[src/rtl/reg_file.sv]
// 32-entry MIPS general-purpose register file: $zero hardwired, $sp reset to SP_INIT,
// two combinational read ports plus a debug port. Optional macro: REG_FILE_BYPASS_EN.
module reg_file #(
  parameter int unsigned           WIDTH   = 32,
  parameter int unsigned           DEPTH   = 32,
  parameter logic [WIDTH-1:0]      SP_INIT = 32'h0000_3FFC
) (
  input  logic             clk,
  input  logic             rst,
  input  logic             reg_write,
  input  logic [4:0]       w_addr,
  input  logic [WIDTH-1:0] w_data,
  input  logic [4:0]       r_addr1,
  input  logic [4:0]       r_addr2,
  output logic [WIDTH-1:0] r_data1,
  output logic [WIDTH-1:0] r_data2,
  input  logic [4:0]       dbg_addr,
  output logic [WIDTH-1:0] dbg_data
);

  logic [WIDTH-1:0] regs_r [DEPTH];
  logic [DEPTH-1:0] we_s;
  logic [WIDTH-1:0] arr1_s;
  logic [WIDTH-1:0] arr2_s;

  // Array read: index 0 and out-of-range indices read as zero.
  function automatic logic [WIDTH-1:0] rd_arr(input logic [4:0] addr,
                                              input logic [WIDTH-1:0] arr [DEPTH]);
    logic [WIDTH-1:0] val;
    val = {WIDTH{1'b0}};
    if ((addr != 5'd0) && (32'(addr) < DEPTH)) begin
      val = arr[addr];
    end else begin
      val = {WIDTH{1'b0}};
    end
    return val;
  endfunction

  // Per-entry write decode; an unknown w_addr leaves every enable non-true.
  always_comb begin
    we_s = {DEPTH{1'b0}};
    for (int i = 1; i < DEPTH; i++) begin
      we_s[i] = reg_write && (w_addr == 5'(i));
    end
  end

  // Storage array with synchronous reset taking priority over writes.
  always_ff @(posedge clk) begin
    for (int i = 0; i < DEPTH; i++) begin
      if (rst) begin
        regs_r[i] <= (i == 29) ? SP_INIT : {WIDTH{1'b0}};
      end else if (we_s[i]) begin
        regs_r[i] <= w_data;
      end else begin
        regs_r[i] <= regs_r[i];
      end
    end
  end

  assign arr1_s   = rd_arr(r_addr1, regs_r);
  assign arr2_s   = rd_arr(r_addr2, regs_r);
  assign dbg_data = rd_arr(dbg_addr, regs_r);

`ifdef REG_FILE_BYPASS_EN
  logic fwd1_s;
  logic fwd2_s;

  // Write-first forwarding removes the WB->ID hazard; suppressed during reset.
  always_comb begin
    fwd1_s = !rst && reg_write && (w_addr != 5'd0) && (r_addr1 == w_addr);
    fwd2_s = !rst && reg_write && (w_addr != 5'd0) && (r_addr2 == w_addr);
    if (fwd1_s) begin
      r_data1 = w_data;
    end else begin
      r_data1 = arr1_s;
    end
    if (fwd2_s) begin
      r_data2 = w_data;
    end else begin
      r_data2 = arr2_s;
    end
  end
`else
  assign r_data1 = arr1_s;
  assign r_data2 = arr2_s;
`endif

endmodule
[config.mk]
export PLATFORM = sky130hd
export DESIGN_NAME = reg_file
export DESIGN_NICKNAME = d
export VERILOG_FILES = /design/src/rtl/reg_file.sv
export SDC_FILE = /design/constraint.sdc
export NUM_CORES = 2
export LEC_CHECK = 0
export ABC_CLOCK_PERIOD_IN_PS = 2000
export CAP_MARGIN = 0
export CORE_ASPECT_RATIO = 0.6
export CORE_MARGIN = 4
export CORE_UTILIZATION = 30
export CTS_CLUSTER_SIZE = 20
export DETAILED_ROUTE_END_ITERATION = 7
export PLACE_DENSITY_LB_ADDON = 0.05
export SLEW_MARGIN = 30
export SYNTH_ARGS = -nofsm -noshare
export SYNTH_HDL_FRONTEND = slang
export SYNTH_SLANG_ARGS = --single-unit
[constraint.sdc]
create_clock -name clk -period 2 [get_ports clk]
set_input_delay 0.2 -clock clk [delete_from_list [all_inputs] [get_ports clk]]
set_output_delay 0.2 -clock clk [all_outputs]
set_load 0.05 [all_outputs]
# After elaboration in Yosys (flattened, before gate mapping)
# Index checks and enable logic that the tools add are counted.
dict set report classes {
  n_lt_le_gt_ge 3
  n_eq_ne 31
  n_mux 12
  bitwise_logic 3
  reduce_logical 34
}
# operator count
set op_table {}
lappend op_table {{binary-select mux 32 bit (select 5 bit)} 3}
lappend op_table {{two-way mux 32 bit} 9}
lappend op_table {{equality test 5 bit, second input constant} 16}
lappend op_table {{equality test 5 x 4 -> 1 bit, second input constant} 8}
lappend op_table {{logical AND 1 bit} 31}
lappend op_table {{equality test 5 x 3 -> 1 bit, second input constant} 4}
lappend op_table {{>= comparator 6 bit, second input constant} 3}
lappend op_table {{inverter 5 -> 6 bit} 3}
lappend op_table {{nonzero test 5 bit} 3}
lappend op_table {{equality test 5 x 2 -> 1 bit, second input constant} 2}
lappend op_table {{equality test 5 x 1 -> 1 bit, second input constant} 1}
dict set report totals {
  ff_bits 992
  out_inout_bits 96
}

# Depth between registers and ports, before layout
dict set report logic_depth {
  word_depth 5
  mapped_depth 9
}

# Least setup slack after synthesis
# Ideal clock, no wire load.
dict set report synth_path {
  path_type {input-to-output}
  from {input dbg_addr[1]}
  to {output dbg_data[0]}
  arrival_time_ns 2.395
  t_required_ns 1.800
  slack_ns -0.595
  cell_stages 6
  n_path_buf 4
  path_cell_list {buf_2 -> buf_2 -> buf_1 -> buf_4 -> mux2i_1 -> a211oi_1}
}
dict set report synth_between {
  elab_chain_cells 5
  word_cells_on_any_way 6
}
# item line_no
set synth_lines {}
lappend synth_lines {{from (decl)} 17} ;# input logic [4:0] dbg_addr,
lappend synth_lines {{inverter 5 -> 6 bit (not written as such)} 32} ;# val = arr[addr];
lappend synth_lines {{binary-select mux 32 bit (select 5 bit)} 32}
lappend synth_lines {{two-way mux 32 bit (not written as such) (2 in series)} 32}
lappend synth_lines {{two-way mux 32 bit (*)} 31} ;# if ((addr != 5'd0) && (32'(addr) < DEPTH)) begin
lappend synth_lines {{to (decl)} 18} ;# output logic [WIDTH-1:0] dbg_data
# Every way passes the cells marked *; elsewhere a longest branch is shown, timed or not. The select of a mux whose other input is x is not followed.

# Worst setup path in the final report
dict set report layout_path {
  from {register regs_r[333] (netlist bit)}
  to {output dbg_data[13]}
}
dict set report layout_between {
  elab_chain_cells 4
}
# item line_no
set layout_lines {}
lappend layout_lines {{from (decl)} 21} ;# logic [WIDTH-1:0] regs_r [DEPTH];
lappend layout_lines {{from (signal, indexed assignment)} 51} ;# regs_r[i] <= (i == 29) ? SP_INIT : {WIDTH{1'b0}};
lappend layout_lines {{from (signal, indexed assignment)} 53} ;# regs_r[i] <= w_data;
lappend layout_lines {{from (signal, indexed assignment)} 55} ;# regs_r[i] <= regs_r[i];
lappend layout_lines {{binary-select mux 32 bit (select 5 bit)} 32}
lappend layout_lines {{two-way mux 32 bit (not written as such) (2 in series)} 32}
lappend layout_lines {{two-way mux 32 bit} 31}
# Every way passes these cells. The select of a mux whose other input is x is not followed.

==> results by group <==
Logic synthesis
  – Syn_nets: 6651
  – Synth top area share: 33.8%
  – Prevailing post-synth register cell: dfxtp_1
  – Post-Syn Instances: 6596
  – Netlist Area Pre-Place: 58800 um^2
  – Seq cells post-synth: 992
  – Yosys cell types: 40
  – Sequential share of the synthesized area: 33.8%
  – Ranking of synthesized cells by area: dfxtp_1 34%, mux4_2 22%, nand2_1 14%
  – Synth warnings: 0
  – Post-synth EDFFs: 0
  – Cell taking the most area after synthesis: dfxtp_1
  – FFs w/ async S/R, synth: 0%
  – Post-Syn Area per Cell: 8.91 um^2

Final layout
  – Biggest regs: regs_r x992
  – Most frequent cells in the layout: 2112 x nand2_1, 1009 x a21oi_1, 667 x buf_4
  – Fin nets: 7294
  – Max reg flops: 992
  – Area growth syn-to-layout: 35.5%
  – Layout cells sized above 1: 39.1%
  – Largest Register: regs_r
  – Final core occ: 41.0%
  – Non-Filler Cell Area, Final: 79700 um^2
  – Commonest non-fill, non-tap cell in the layout: nand2_1

Floorplan
  – Die X: 579 um
  – I/O pins: 151
  – Initial Util: 30.3%
  – # rows: 125
  – Total die area: 203000 um^2
  – Die Y: 351 um
  – Core outline area: 194000 um^2

Place
  – HPWL after DPL: 247000 um
  – Number of port buffers: 150
  – Placed Instance Area: 73400 um^2
  – RePlAce Congestion: 0.928

STA
  – Hold Fails Final Rpt: 0
  – RSZ-0062 raised after global routing: yes
  – Tightest Pin Transition: 646 ps
  – Worst Slack Setup Final: -855 ps
  – Crit path time final: 2860 ps
  – Slew Limit Fails: 0
  – Fmax: 350 MHz
  – Tcrit/Tclk final: 143%
  – Clock skew: 0 ps
  – Setup_tns: -59900 ps
  – Slew headroom: 55.8%
  – Final Setup Violations: 96

Critical path
  – RR Startpoint: regs_r[201]
  – FF-to-FF setup slack: 1060 ps
  – CP required: 1800 ps
  – CP Class: flip-flop to output pin
  – Worst-path fanout max: 2
  – R2R Path End: regs_r[201]
  – CP endpoint kind: output pin
  – Reg2Reg Depth: 5
  – Worst EP arrival: 2660 ps
  – CP Launch Type: flip-flop

CTS
  – Htree depth: 3
  – Worst-path clk slew: 70 ps
  – TritonCTS buffer count: 109
  – CTS tree: yes
  – Clock sinks: 992
  – Clk_lat worst skew: 740 ps
  – Clock Tree Buf Depth: 3
  – CTS root buffer: clkbuf_16

Power
  – Worst vdd ir: 791 uV
  – Leak: 0.0283 uW
  – Total design power: 50400 uW
  – Cell Pwr Density: 633 nW/um^2

GRT
  – Tot GR Track Use: 34.0%
  – Largest net degree at the start of global routing: 83
  – Vias in the first global route: 55100
  – GRT overflow: 0
  – First-pass GRT wire length: 483000 um
  – Antenna violations before repair: 12

Drt
  – Final ANT Viol Nets: 0
  – DR vias/cell: 5.99
  – Max layer used: met4
  – Avg WL per Cell: 35.8 um
  – Met1 WL: 161000 um
  – Metal2 WL: 140000 um
  – Metal3 WL: 41900 um
  – # DRC: 0
  – Total wire length: 355000 um
  – Drt first-iter violations: 7911
  – Router iterations before antenna repair: 5
  – Via count: 59500

Run status
  – Run status: finished, violations left
  – Failing checks: negative setup slack

Min path
  – Hold Crit Start: w_data[2]
  – Hold Path Cell Cnt: 4
  – Hold EP: regs_r[834]
  – Worst hold-check path type: input pin to flip-flop

Run
  – Max_cap viols: 0
## final cells by class
type	instances	area (um^2)
Fill cell	18800	114000
Multi-Input combinational cell	4888	37400
Sequential cell	992	20400
Timing Repair Buffer	1246	14900
Tap cell	2603	3260
Clock buffer	153	3160
Clock inverter	48	603
Antenna cell	6	15.0
Inverter	2	7.51
## worst max-delay path by stage
stage | slack (ps) | to | from
after floorplan | -40 | r_data2[22] | r_addr2[1]
after CTS | -850 | r_data1[5] | regs_r[197]
after global placement | -740 | dbg_data[2] | dbg_addr[0]
after global routing | -870 | r_data1[4] | regs_r[260]
after detailed placement | -680 | dbg_data[2] | dbg_addr[0]
final | -860 | dbg_data[13] | regs_r[333]
## cell families (layout without fill, tap and decap cells)
family	Yosys count	count (layout)	synth area share, %
compound gates	1351	1351	13.2
buf+inv	716	1449	5.21
flops	992	992	33.8
mux	1089	1089	31.3
other cells	0	6	0
simple gates	2448	2448	16.6
## timing repair
action	CTS	global route
hold buffers	1	0
pin swaps	131	67
resized for setup	598	207
buffers inserted	46	14
setup endpoints to repair	96	96
hold endpoints to repair	11	0
## Yosys cell counts, drive strengths merged, types with 2 or more instances
master / n
a22oi: 136
nand4: 65
nor3: 4
inv: 2
o21ai: 16
o211ai: 44
nand2: 2186
dfxtp: 992
nand3b: 12
a2bb2oi: 32
and2: 21
and4b: 3
nand3: 32
mux2: 209
nand4b: 3
o22ai: 19
clkbuf: 403
a221o: 46
nand2b: 38
and3: 12
nor2: 52
a211o: 3
nor2b: 14
buf: 311
o31a: 32
a211oi: 3
a2111oi: 4
o2bb2ai: 3
mux2i: 304
and4bb: 3
mux4: 576
a21oi: 1012
## per-layer routing
| metal | global-route usage, % | up-vias |
|---|---|---|
| met1 | 50.4 | 30400 |
| met4 | 10.4 | 0 |
| met5 | 0 | - |
| li1 | - | 24900 |
| met3 | 11.4 | 512 |
| met2 | 45.9 | 3749 |
## critical path: stages, from the launching register on
cell     delay [ps]
dfxtp_2         340
mux4_2          500
mux2i_4         260
o22ai_2         110
a221o_2         460
buf_12          220
## report_power, final
part | switching, uW | total, uW | internal [uW] | leakage [uW]
Combinational | 4880 | 7980 | 3110 | 0.0182
Clock | 9710 | 22400 | 12700 | 0.00187
Sequential | 173 | 20000 | 19900 | 0.00820
Total | 14800 | 50400 | 35700 | 0.0283
## metrics by stage
stage / setup WS, ps / std cells / hold slack [ps]
floorplan: -42.7 / 6596 / 336
global placement: -743 / 9679 / 462
detailed placement: -683 / 9679 / 469
CTS: -851 / 9920 / 236
global route: -874 / 9933 / 269
finish: -855 / 9938 / 275
(Power assumes the default switching activity.)
